File: src/rtl/spi_pkg.sv
// Shared types and helpers for the multi-slave SPI master and its SCLK generator.
package spi_pkg;

  typedef enum logic [1:0] {IDLE, SETUP, XFER, HOLD} spi_state_e;

  typedef struct packed {
    logic cpol;
    logic cpha;
  } spi_mode_t;

  // A single chip select still needs a one-bit index port.
  function automatic int cs_width(input int num_cs);
    return (num_cs > 1) ? $clog2(num_cs) : 1;
  endfunction

endpackage

File: src/rtl/spi_sclk_gen.sv
// Half-period divider for the SPI master: ticks every CLK_DIV cycles while enabled,
// toggles sclk on ticks while run is high and flags leading/trailing edges one cycle ahead.
module spi_sclk_gen #(
  parameter int CLK_DIV = 4
) (
  input  logic clk,
  input  logic rst,
  input  logic en,
  input  logic run,
  input  logic level,
  output logic tick,
  output logic lead_stb,
  output logic trail_stb,
  output logic sclk
);
  localparam int CW = (CLK_DIV > 1) ? $clog2(CLK_DIV) : 1;

  logic [CW-1:0] div_cnt;

  // Strobes mark the clk edge on which sclk changes, so the top samples miso before it moves.
  assign tick      = en && (div_cnt == CW'(CLK_DIV - 1));
  assign lead_stb  = tick && run && (sclk == level);
  assign trail_stb = tick && run && (sclk != level);

  always_ff @(posedge clk) begin
    if (rst) begin
      div_cnt <= '0;
      sclk    <= 1'b0;
    end else begin
      if (!en || tick) div_cnt <= '0;
      else             div_cnt <= div_cnt + CW'(1);
      if (!en)              sclk <= level;
      else if (tick && run) sclk <= ~sclk;
    end
  end

endmodule

File: src/rtl/spi_master_multi.sv
// Parametrised SPI master: DATA_W-bit words, runtime CPOL/CPHA, NUM_CS decoded chip selects.
// Define SPI_MASTER_LSB_FIRST_EN to add the lsb_first port for LSB-first transfers.
module spi_master_multi
  import spi_pkg::*;
#(
  parameter int DATA_W  = 8,
  parameter int CLK_DIV = 4,
  parameter int NUM_CS  = 1
) (
  input  logic                        clk,
  input  logic                        rst,
  input  logic                        start,
  input  logic                        cpol,
  input  logic                        cpha,
  input  logic [cs_width(NUM_CS)-1:0] cs_sel,
  input  logic [DATA_W-1:0]           tx_data,
  output logic [DATA_W-1:0]           rx_data,
  output logic                        busy,
  output logic                        done,
  output logic                        sclk,
  output logic                        mosi,
  input  logic                        miso,
`ifdef SPI_MASTER_LSB_FIRST_EN
  input  logic                        lsb_first,
`endif
  output logic [NUM_CS-1:0]           cs_n
);
  localparam int CS_W = cs_width(NUM_CS);
  localparam int HP_W = $clog2(2 * DATA_W);
  localparam logic [HP_W-1:0] HP_LAST = HP_W'(2 * DATA_W - 1);

  spi_state_e        state, next;
  spi_mode_t         mode;
  logic              lsb, lsb_req;
  logic [DATA_W-1:0] sh_tx, sh_rx;
  logic [HP_W-1:0]   hp;
  logic              tick, lead_stb, trail_stb;
  logic              accept, last_hp, shift_stb, sample_stb;
  logic              gen_en, gen_run, idle_level;

`ifdef SPI_MASTER_LSB_FIRST_EN
  assign lsb_req = lsb_first;
`else
  assign lsb_req = 1'b0;
`endif

  function automatic logic first_bit(input logic [DATA_W-1:0] w, input logic lsb_mode);
    return lsb_mode ? w[0] : w[DATA_W-1];
  endfunction

  function automatic logic [DATA_W-1:0] shift_out(input logic [DATA_W-1:0] w, input logic lsb_mode);
    return lsb_mode ? {1'b0, w[DATA_W-1:1]} : {w[DATA_W-2:0], 1'b0};
  endfunction

  function automatic logic [DATA_W-1:0] shift_in(input logic [DATA_W-1:0] w, input logic lsb_mode,
                                                 input logic b);
    return lsb_mode ? {b, w[DATA_W-1:1]} : {w[DATA_W-2:0], b};
  endfunction

  // Out-of-range indices leave every select high; the transfer still runs.
  function automatic logic [NUM_CS-1:0] cs_decode(input logic [CS_W-1:0] sel);
    logic [NUM_CS-1:0] r;
    r = '1;
    for (int i = 0; i < NUM_CS; i++)
      if (int'(sel) == i) r[i] = 1'b0;
    return r;
  endfunction

  assign accept     = (state == IDLE) && start && !busy;
  assign last_hp    = (hp == HP_LAST);
  assign gen_en     = (state != IDLE);
  assign gen_run    = (state == XFER);
  assign idle_level = (state == IDLE) ? cpol : mode.cpol;
  // CPHA=0 skips the final trailing shift so mosi keeps the last bit through HOLD.
  assign shift_stb  = mode.cpha ? lead_stb : (trail_stb && !last_hp);
  assign sample_stb = mode.cpha ? trail_stb : lead_stb;

  spi_sclk_gen #(.CLK_DIV(CLK_DIV)) u_sclk (
    .clk       (clk),
    .rst       (rst),
    .en        (gen_en),
    .run       (gen_run),
    .level     (idle_level),
    .tick      (tick),
    .lead_stb  (lead_stb),
    .trail_stb (trail_stb),
    .sclk      (sclk)
  );

  always_ff @(posedge clk) begin
    if (rst) state <= IDLE;
    else     state <= next;
  end

  always_comb begin
    next = state;
    case (state)
      IDLE:    if (accept) next = SETUP;
      SETUP:   if (tick) next = XFER;
      XFER:    if (tick && last_hp) next = HOLD;
      HOLD:    if (tick) next = IDLE;
      default: next = IDLE;
    endcase
  end

  always_ff @(posedge clk) begin
    if (rst) begin
      busy    <= 1'b0;
      done    <= 1'b0;
      rx_data <= '0;
      mosi    <= 1'b0;
      cs_n    <= '1;
      hp      <= '0;
    end else begin
      busy <= (next != IDLE);
      done <= (state == HOLD) && tick;
      if (accept) begin
        cs_n <= cs_decode(cs_sel);
        hp   <= '0;
        if (!cpha) mosi <= first_bit(tx_data, lsb_req);
      end
      if ((state == XFER) && tick) hp <= hp + HP_W'(1);
      if (shift_stb) mosi <= first_bit(sh_tx, lsb);
      if ((state == HOLD) && tick) begin
        cs_n    <= '1;
        rx_data <= sh_rx;
      end
    end
  end

  // Latched transfer configuration and shift registers carry no reset.
  always_ff @(posedge clk) begin
    if (accept) begin
      mode.cpol <= cpol;
      mode.cpha <= cpha;
      lsb       <= lsb_req;
      sh_tx     <= cpha ? tx_data : shift_out(tx_data, lsb_req);
    end else if (shift_stb) begin
      sh_tx <= shift_out(sh_tx, lsb);
    end
    if (sample_stb) sh_rx <= shift_in(sh_rx, lsb, miso);
  end

endmodule

File: config.mk
export PLATFORM = sky130hd
export DESIGN_NAME = spi_master_multi
export DESIGN_NICKNAME = d
export VERILOG_FILES = /design/src/rtl/spi_pkg.sv /design/src/rtl/spi_sclk_gen.sv /design/src/rtl/spi_master_multi.sv
export SDC_FILE = /design/constraint.sdc
export NUM_CORES = 1
export LEC_CHECK = 0
export ABC_AREA = 1
export CAP_MARGIN = 20
export CORE_MARGIN = 2
export CORE_UTILIZATION = 40
export CTS_CLUSTER_SIZE = 14
export DETAILED_ROUTE_END_ITERATION = 8
export HOLD_SLACK_MARGIN = 0.12
export PLACE_DENSITY = 0.77
export SYNTH_ARGS = -nofsm -noshare
export SYNTH_HDL_FRONTEND = slang
export SYNTH_SLANG_ARGS = --single-unit
File: constraint.sdc
create_clock -name clk -period 1.9 [get_ports clk]
set_input_delay 0.38 -clock clk [delete_from_list [all_inputs] [get_ports clk]]
set_output_delay 0.38 -clock clk [all_outputs]
set_load 0.02 [all_outputs]
==> results.md, run 1 <==
- CP arrival: 1.35 ns
- Residual DRC: 0
- CP max stage cell: clkdlybuf4s50_1
- Clock Tree Root: clkbuf_8
- Largest stage delay on the critical path: 0.64 ns
- GR Overflow Total: 0
- Syn_area_per_cell: 10.4 um^2
- Syn Nets: 169
- Final Hold Fails: 0
- Crit path capture type: output port
- CTS tree: done
- Status: finished clean
- Tcrit/Tclk final: 91.0%
- Final std cells w/o fill: 241
- Postcts setup bufs: 0
- Cells after synthesis: 152
- Sequential share of power: 55.1%
- Initial antenna violation count: 0
- Clock share of power: 32.8%
- Number of I/O port buffers: 27
- Max-Cap Viols: 0
- CP top delay family: buffers and inverters
- Placed Instance Area: 1970 um^2
- Drt wl/cell: 11.8 um
- Hold buffer count at cts: 0
- Share of layout cells above drive strength 1: 17.1%
- Worst-margin pin slew: 0.260 ns
- Hold/Removal Path Class: reg2reg
- Final WS setup: 0.172 ns
- Synth-to-layout area growth: 30.0%
- Peak VDD IR: 0.543 mV
- Worst Skew: 0.00729 ns
- Register bit total from synthesis: 39
- Post-Synthesis Cell Area: 1580 um^2
- Cell internal pwr: 1.27 mW
- Cell-by-cell trace of the critical path: clkdlybuf4s50_1
- Pre-CTS setup slack: 0.0583 ns
- Pwr Total: 1.69 mW
- Final setup viols: 0
- Number of diodes: 0
- RSZ-0062 raised after global routing: no
- Distinct cells, synth: 21
- Total clock sinks: 39
- Pwr Density: 822 nW/um^2
- Core area: 3740 um^2
- Final GP Congestion: 0.848
- First-pass GRT wire length: 4860 um
- Wirelength, routed: 2850 um
- Die Wd: 66.9 um
- Via/cell ratio: 4.82
- WP buf/inv: 1
- Setup Crit Path Kind: reg2out
- DRT iter0 DRCs: 98
- Starting Density: 42.3%
- Min Tclk post-route: 1.73 ns
- Psw: 0.425 mW
- Worst-Skew Late Latency: 0.29 ns
- Largest net degree at the start of global routing: 14
- Setup TNS: 0 ns
- Combinational share of power: 12.2%
- Drt first pass iters: 4
- WP data required: 1.52 ns
- Post-placement cell count: 233
- Design Area, Final: 2060 um^2
- Routed via count: 1162
- Max Fclk: 0.579 GHz
- CTS H-tree depth: 2
- Worst Path Max Fanout: 4
- Post-CTS sizing: 0
- Static Leak: 0.801 nW
- Post-DP HPWL: 2160 um
- Num ports: 28
- Slew margin rel.: 82.6%
- Sequential share of the synthesized area: 60.7%
- Switching share of power: 25.1%
- Final ANT Viol Nets: 0
- Vias in the first global route: 1078
- Total CTS buffers: 5
- Die ar.: 4480 um^2
- Height of the die: 66.9 um
- CP Launch Type: register
- Number of fill cells in the layout: 357
- # nets final: 209
- Core Rows: 22
- Bufs on Longest Clock Path: 2
- Yosys warns: 0
- Total GRT Usage: 15.2%
- Clock transition at path regs: 0.07 ns
- Final Max Slew Viols: 0
==> state kept, by name (all words and copies together) (netlist names) <==
| name | count |
|---|---|
| sh_rx | 8 |
| sh_tx | 8 |
| u_sclk.sclk | 1 |
| rx_data | 8 |
| mode | 2 |
| mosi | 1 |
| hp | 4 |
| u_sclk.div_cnt | 2 |
| done | 1 |
| state | 2 |
| cs_n | 1 |
| busy | 1 |
==> cells in the mapped netlist <==
cell type  number  share of area [%]
clkinv_1        2               0.47
a22o_1          8                4.4
nand2_4         1               0.71
o22ai_1         8                3.2
nand4_4         1                1.3
nor2_1         15                3.6
nor3_2          1               0.63
inv_2           4               0.95
nand3_1        10                3.2
nand3_2         4                2.5
clkinv_4        1               0.55
nor2_4          1               0.71
a21oi_1        13                4.1
dfxtp_1        21                 27
nand4_1         1               0.40
edfxtp_1       18                 34
o21ai_0         5                1.6
nand2_2         6                2.4
ha_1            2                1.6
nand2_1        13                3.1
inv_1          17                4.0
==> cell type report <==
cell class,count,area (um^2),area share (%)
well taps,48,60.1,2.92
multi-input cells,89,528,25.6
flip-flops and latches,39,961,46.7
inverters,24,95.1,4.62
clock inverters,3,18.8,0.911
clock buffers,5,68.8,3.34
repair buffers,33,328,15.9
==> cells in the final DEF, fill, tap and decap left out <==
cell type,netlist,layout
clkdlybuf4s50_1,0,27
dfxtp_1,21,21
edfxtp_1,18,18
inv_1,17,17
nor2_1,15,15
a21oi_1,13,13
nand2_1,13,13
nand3_1,10,10
o22ai_1,8,8
a22o_1,8,8
nand2_2,6,6
o21ai_0,5,5
clkbuf_8,0,5
buf_4,0,5
nand3_2,4,4
inv_2,4,4
clkinv_1,2,2
ha_1,2,2
nor2_4,1,1
nand4_4,1,1
nand2_4,1,1
clkinv_4,1,1
nand4_1,1,1
nor3_2,1,1
clkinvlp_4,0,1
inv_4,0,1
clkinv_2,0,1
buf_12,0,1
==> cells by family after synthesis <==
logic type	after synthesis	share of synthesized area, %
simple gates	53	18.5
flops	39	60.7
compound gates	34	13.3
fa+ha+maj	2	1.58
buf+inv	24	6.00
==> power by group through the flow <==
stage               Clock [mW]  Combinational (mW)  Sequential (mW)
floorplan                    0               0.107            0.956
global placement             0               0.203            0.953
detailed placement           0               0.207            0.953
CTS                      0.562               0.208            0.933
global route             0.599               0.229            0.936
finish                   0.555               0.206            0.933
==> worst paths after layout <==
path / startpoint / endpoint / slack, ns / depth (start not counted)
max: u_sclk.sclk / sclk / 0.17 / 1
min: u_sclk.div_cnt[0] / u_sclk.div_cnt[0] / 0.43 / 1
max reg2reg: u_sclk.div_cnt[0] / sh_tx[4] / 0.31 / 6
min reg2reg: u_sclk.div_cnt[0] / u_sclk.div_cnt[0] / 0.43 / 1
==> per-stage QoR <==
step | util [%] | hold WS (ns)
6_report | 55.0 | 0.427
5_1_grt | 55.0 | 0.436
4_1_cts | 55.0 | 0.427
3_5_place_dp | 52.7 | 0.416
3_3_place_gp | 52.7 | 0.411
2_1_floorplan | - | 0.398
==> per-layer routing <==
layer	global-route usage (%)	up-vias	wire (um)
li1	-	609	-
met3	4.56	4	132
met4	9.18	0	38
met5	0	-	0
met1	18.9	523	1370
met2	23.0	26	1310
Note: power is estimated with default switching activity, not from simulation.
==> run 2: changes to the inputs <==
HOLD_SLACK_MARGIN = 0.02   (was 0.12)
==> results of run 2 <==
Same layout as run 1: the final DEF is identical, and so are final timing and power.
==> run 3: changes to the inputs <==
ABC_AREA = unset   (was 1)
==> results.md, run 3 <==
- Biggest regs: rx_data (8), sh_rx (8), sh_tx (8)
- Min Tclk post-route: 1.69 ns (-0.0371 ns)
- Peak VDD IR: 0.420 mV (-22%)
- Setup TNS: 0 ns (unchanged)
- Crit path capture type: register
- CP Launch Type: register
- Share of layout cells above drive strength 1: 10.3% (-6.8 points)
- DRT iter0 DRCs: 74 (-24%)
- Yosys top cell area share: 34.4% (+0.24 points)
- Max Fclk: 0.591 GHz (+2.2%)
- WP data required: 1.88 ns (+0.36 ns)
- Setup Crit Path Kind: reg2reg
- Vias in the first global route: 1030 (-4.5%)
- Bufs on Longest Clock Path: 2 (unchanged)
- Residual DRC: 0 (unchanged)
- Hold Path Depth: 1 (unchanged)
- Number of synthesized flops with an enable pin: 18 (unchanged)
- RSZ-0062 raised after global routing: no
- Via/cell ratio: 5.12 (+6.2%)
- DRT met1 WL: 1270 um (-7.5%)
- Met2 routed WL: 1330 um (+1.2%)
- Drt wl/cell: 12.9 um (+9.2%)
- Clock transition at path regs: 0.07 ns (about the same)
- Static Leak: 0.758 nW (-5.4%)
- Number of diodes: 0 (unchanged)
- Core area: 3720 um^2 (-0.74%)
- Asr flop ratio synth: 0% (unchanged)
- Register bit total from synthesis: 39 (unchanged)
- Syn_area_per_cell: 12.0 um^2 (+15%)
- Num ports: 28 (unchanged)
- Die ar.: 4450 um^2 (-0.67%)
- Distinct cells, synth: 35 (+67%)
- Drt first pass iters: 5 (+1)
- Register area: 961 um^2 (unchanged)
- Final ANT Viol Nets: 0 (unchanged)
- Worst r2r dst: sh_tx[7]
- HP Start: u_sclk.div_cnt[0]
- Largest net degree at the start of global routing: 18 (+4)
- Starting Density: 42.3% (about the same)
- Hold/Removal Path Class: reg2reg
- Total clock sinks: 39 (unchanged)
- Tcrit/Tclk final: 89.0% (-2.0 points)
- Cells on worst reg2reg path: 4 (-2)
- Synth area leaders: edfxtp_1 34%, dfxtp_1 27%, mux2i_1 5.7%, a22o_1 4.5%, nor2_1 4.3%
- Area of the multi-input gates: 556 um^2 (+5.2%)
- Pwr Density: 931 nW/um^2 (+13%)
- Fin Hold WS: 0.443 ns (+0.0164 ns)
- Initial antenna violation count: 0 (unchanged)
- Sequential share of the synthesized area: 61.1% (+0.43 points)
- Clock Tree Root: clkbuf_8
- Routed via count: 1091 (-6.1%)
- Hold path endpoint: u_sclk.div_cnt[0]
- Synth-to-layout area growth: 29.7%
- WL met3: 144 um (+9.1%)
- Synth Flop Type: dfxtp_1
- Total CTS buffers: 5 (unchanged)
- Die Wd: 66.7 um (-0.34%)
- Final Hold Fails: 0 (unchanged)
- Most frequent cell after synthesis: dfxtp_1
- Final Max Slew Viols: 0 (unchanged)
- Worst Skew: 0.00385 ns (-0.00344 ns)
- Max-Cap Viols: 0 (unchanged)
- CTS H-tree depth: 2 (unchanged)
- Status: finished clean
- Core Rows: 22 (unchanged)
- Total GRT Usage: 13.5% (-1.6 points)
- First-pass GRT wire length: 4410 um (-9.4%)
- RR Startpoint: hp[0]
- Worst-Skew Late Latency: 0.28 ns (about the same)
- Number of fill cells in the layout: 327 (-8.4%)
- Final setup viols: 0 (unchanged)
- Dominant cell type by area after synthesis: edfxtp_1
- Post-DP HPWL: 2030 um (-5.9%)
- GR Overflow Total: 0 (unchanged)
- Most frequent cells in the layout: 27 x clkdlybuf4s50_1, 21 x dfxtp_1, 18 x nor2_1, 18 x edfxtp_1, 13 x a21oi_1
- Most instantiated cells after synthesis: 21 x dfxtp_1, 18 x edfxtp_1, 18 x nor2_1
- Commonest non-fill, non-tap cell in the layout: clkdlybuf4s50_1
- CTS tree: done
- Height of the die: 66.7 um (-0.34%)
- # nets final: 181 (-13%)
- Syn Nets: 148 (-12%)
- Cells after synthesis: 131 (-14%)
- Worst-margin pin slew: 0.517 ns (+0.258 ns)
- Top layer in use: met4
- Post-Synthesis Cell Area: 1570 um^2 (-0.71%)
- Hold buffer count at cts: 0 (unchanged)
- Wirelength, routed: 2750 um (-3.5%)
- Yosys warns: 0 (unchanged)
- Final GP Congestion: 0.756 (-11%)
- R2R setup slack: 0.21 ns (-0.10 ns)
- Number of I/O port buffers: 27 (unchanged)
- Worst Path Max Fanout: 8 (+4)
- CP arrival: 1.67 ns (+0.32 ns)
- Slew margin rel.: 65.4% (-17 points)
run 3: cell count changes after synthesis, moves of 6 or more:
cell     before  now
mux2i_1       0    9
o22ai_1       8    1
nand2_1      13    3
nand3_1      10    1
inv_1        17    2
nand2_2       6    0
run 3: cell type report:
| type | instances | share of cell area, % |
|---|---|---|
| multi-input combinational | 82 | 27.2 |
| tap | 48 | 2.94 |
| clock inverter | 2 | 2.94 |
| inverter | 2 | 0.368 |
| sequential | 39 | 47.1 |
| timing repair buffer | 34 | 15.8 |
| clock buffer | 6 | 3.56 |
run 3: how the worst max path moves through the flow:
stage                       from  endpoint  slack, ns
6_report                   hp[0]  sh_tx[7]       0.21
3_5_place_dp                cpha      mosi       0.03
5_1_grt                    hp[0]  sh_tx[7]       0.06
4_1_cts                    hp[0]  sh_tx[6]       0.11
3_3_place_gp               start  sh_tx[1]       0.09
2_1_floorplan  u_sclk.div_cnt[0]  sh_tx[0]       0.27
run 3: report_power, final:
group / total, mW / switching [mW] / internal, mW
Sequential: 0.934 / 0.0186 / 0.915
Clock: 0.795 / 0.271 / 0.525
Combinational: 0.170 / 0.0818 / 0.0881
Total: 1.90 / 0.371 / 1.53
run 3: cells by family (layout without fill, tap and decap cells):
| family | Yosys count | in the layout | share of synthesized area [%] |
|---|---|---|---|
| DFF | 39 | 39 | 61.1 |
| and+or+nand+nor | 36 | 36 | 13.0 |
| AOI/OAI and AO/OA | 32 | 32 | 13.2 |
| buffers and inverters | 10 | 44 | 3.74 |
| muxes | 9 | 9 | 5.73 |
| xor gates and xnor gates | 3 | 3 | 1.67 |
| adders and majority gates | 2 | 2 | 1.59 |
run 3: what timing repair did:
action / 4_1_cts / 5_1_grt
endpoints found under the hold margin: 0 / 0
gates resized for setup: 0 / 1
setup buffers: 0 / 0
endpoints found under the setup margin: 0 / 8
run 3: critical path: stages, from the launching register on:
cell and delay, ns:
dfxtp_1 0.34, ha_1 0.25, a311oi_1 0.32, o21ai_0 0.23, nand2b_2 0.24
run 3: layer usage:
| metal | global-route usage, % | vias to the layer above |
|---|---|---|
| met5 | 0 | - |
| met1 | 15.9 | 510 |
| met4 | 4.59 | 0 |
| met3 | 6.25 | 5 |
| li1 | - | 545 |
| met2 | 21.8 | 31 |
run 3: through the flow:
stage	power (mW)	cell area [um^2]	cells	setup slack, ns	utilization, %
global route	1.98	2040	213	0.0575	54.9
detailed placement	1.12	1900	205	0.0281	51.2
global placement	1.11	1900	205	0.0900	51.2
CTS	1.91	2040	213	0.110	54.8
floorplan	1.06	1570	131	0.272	-
finish	1.90	2040	213	0.209	54.9
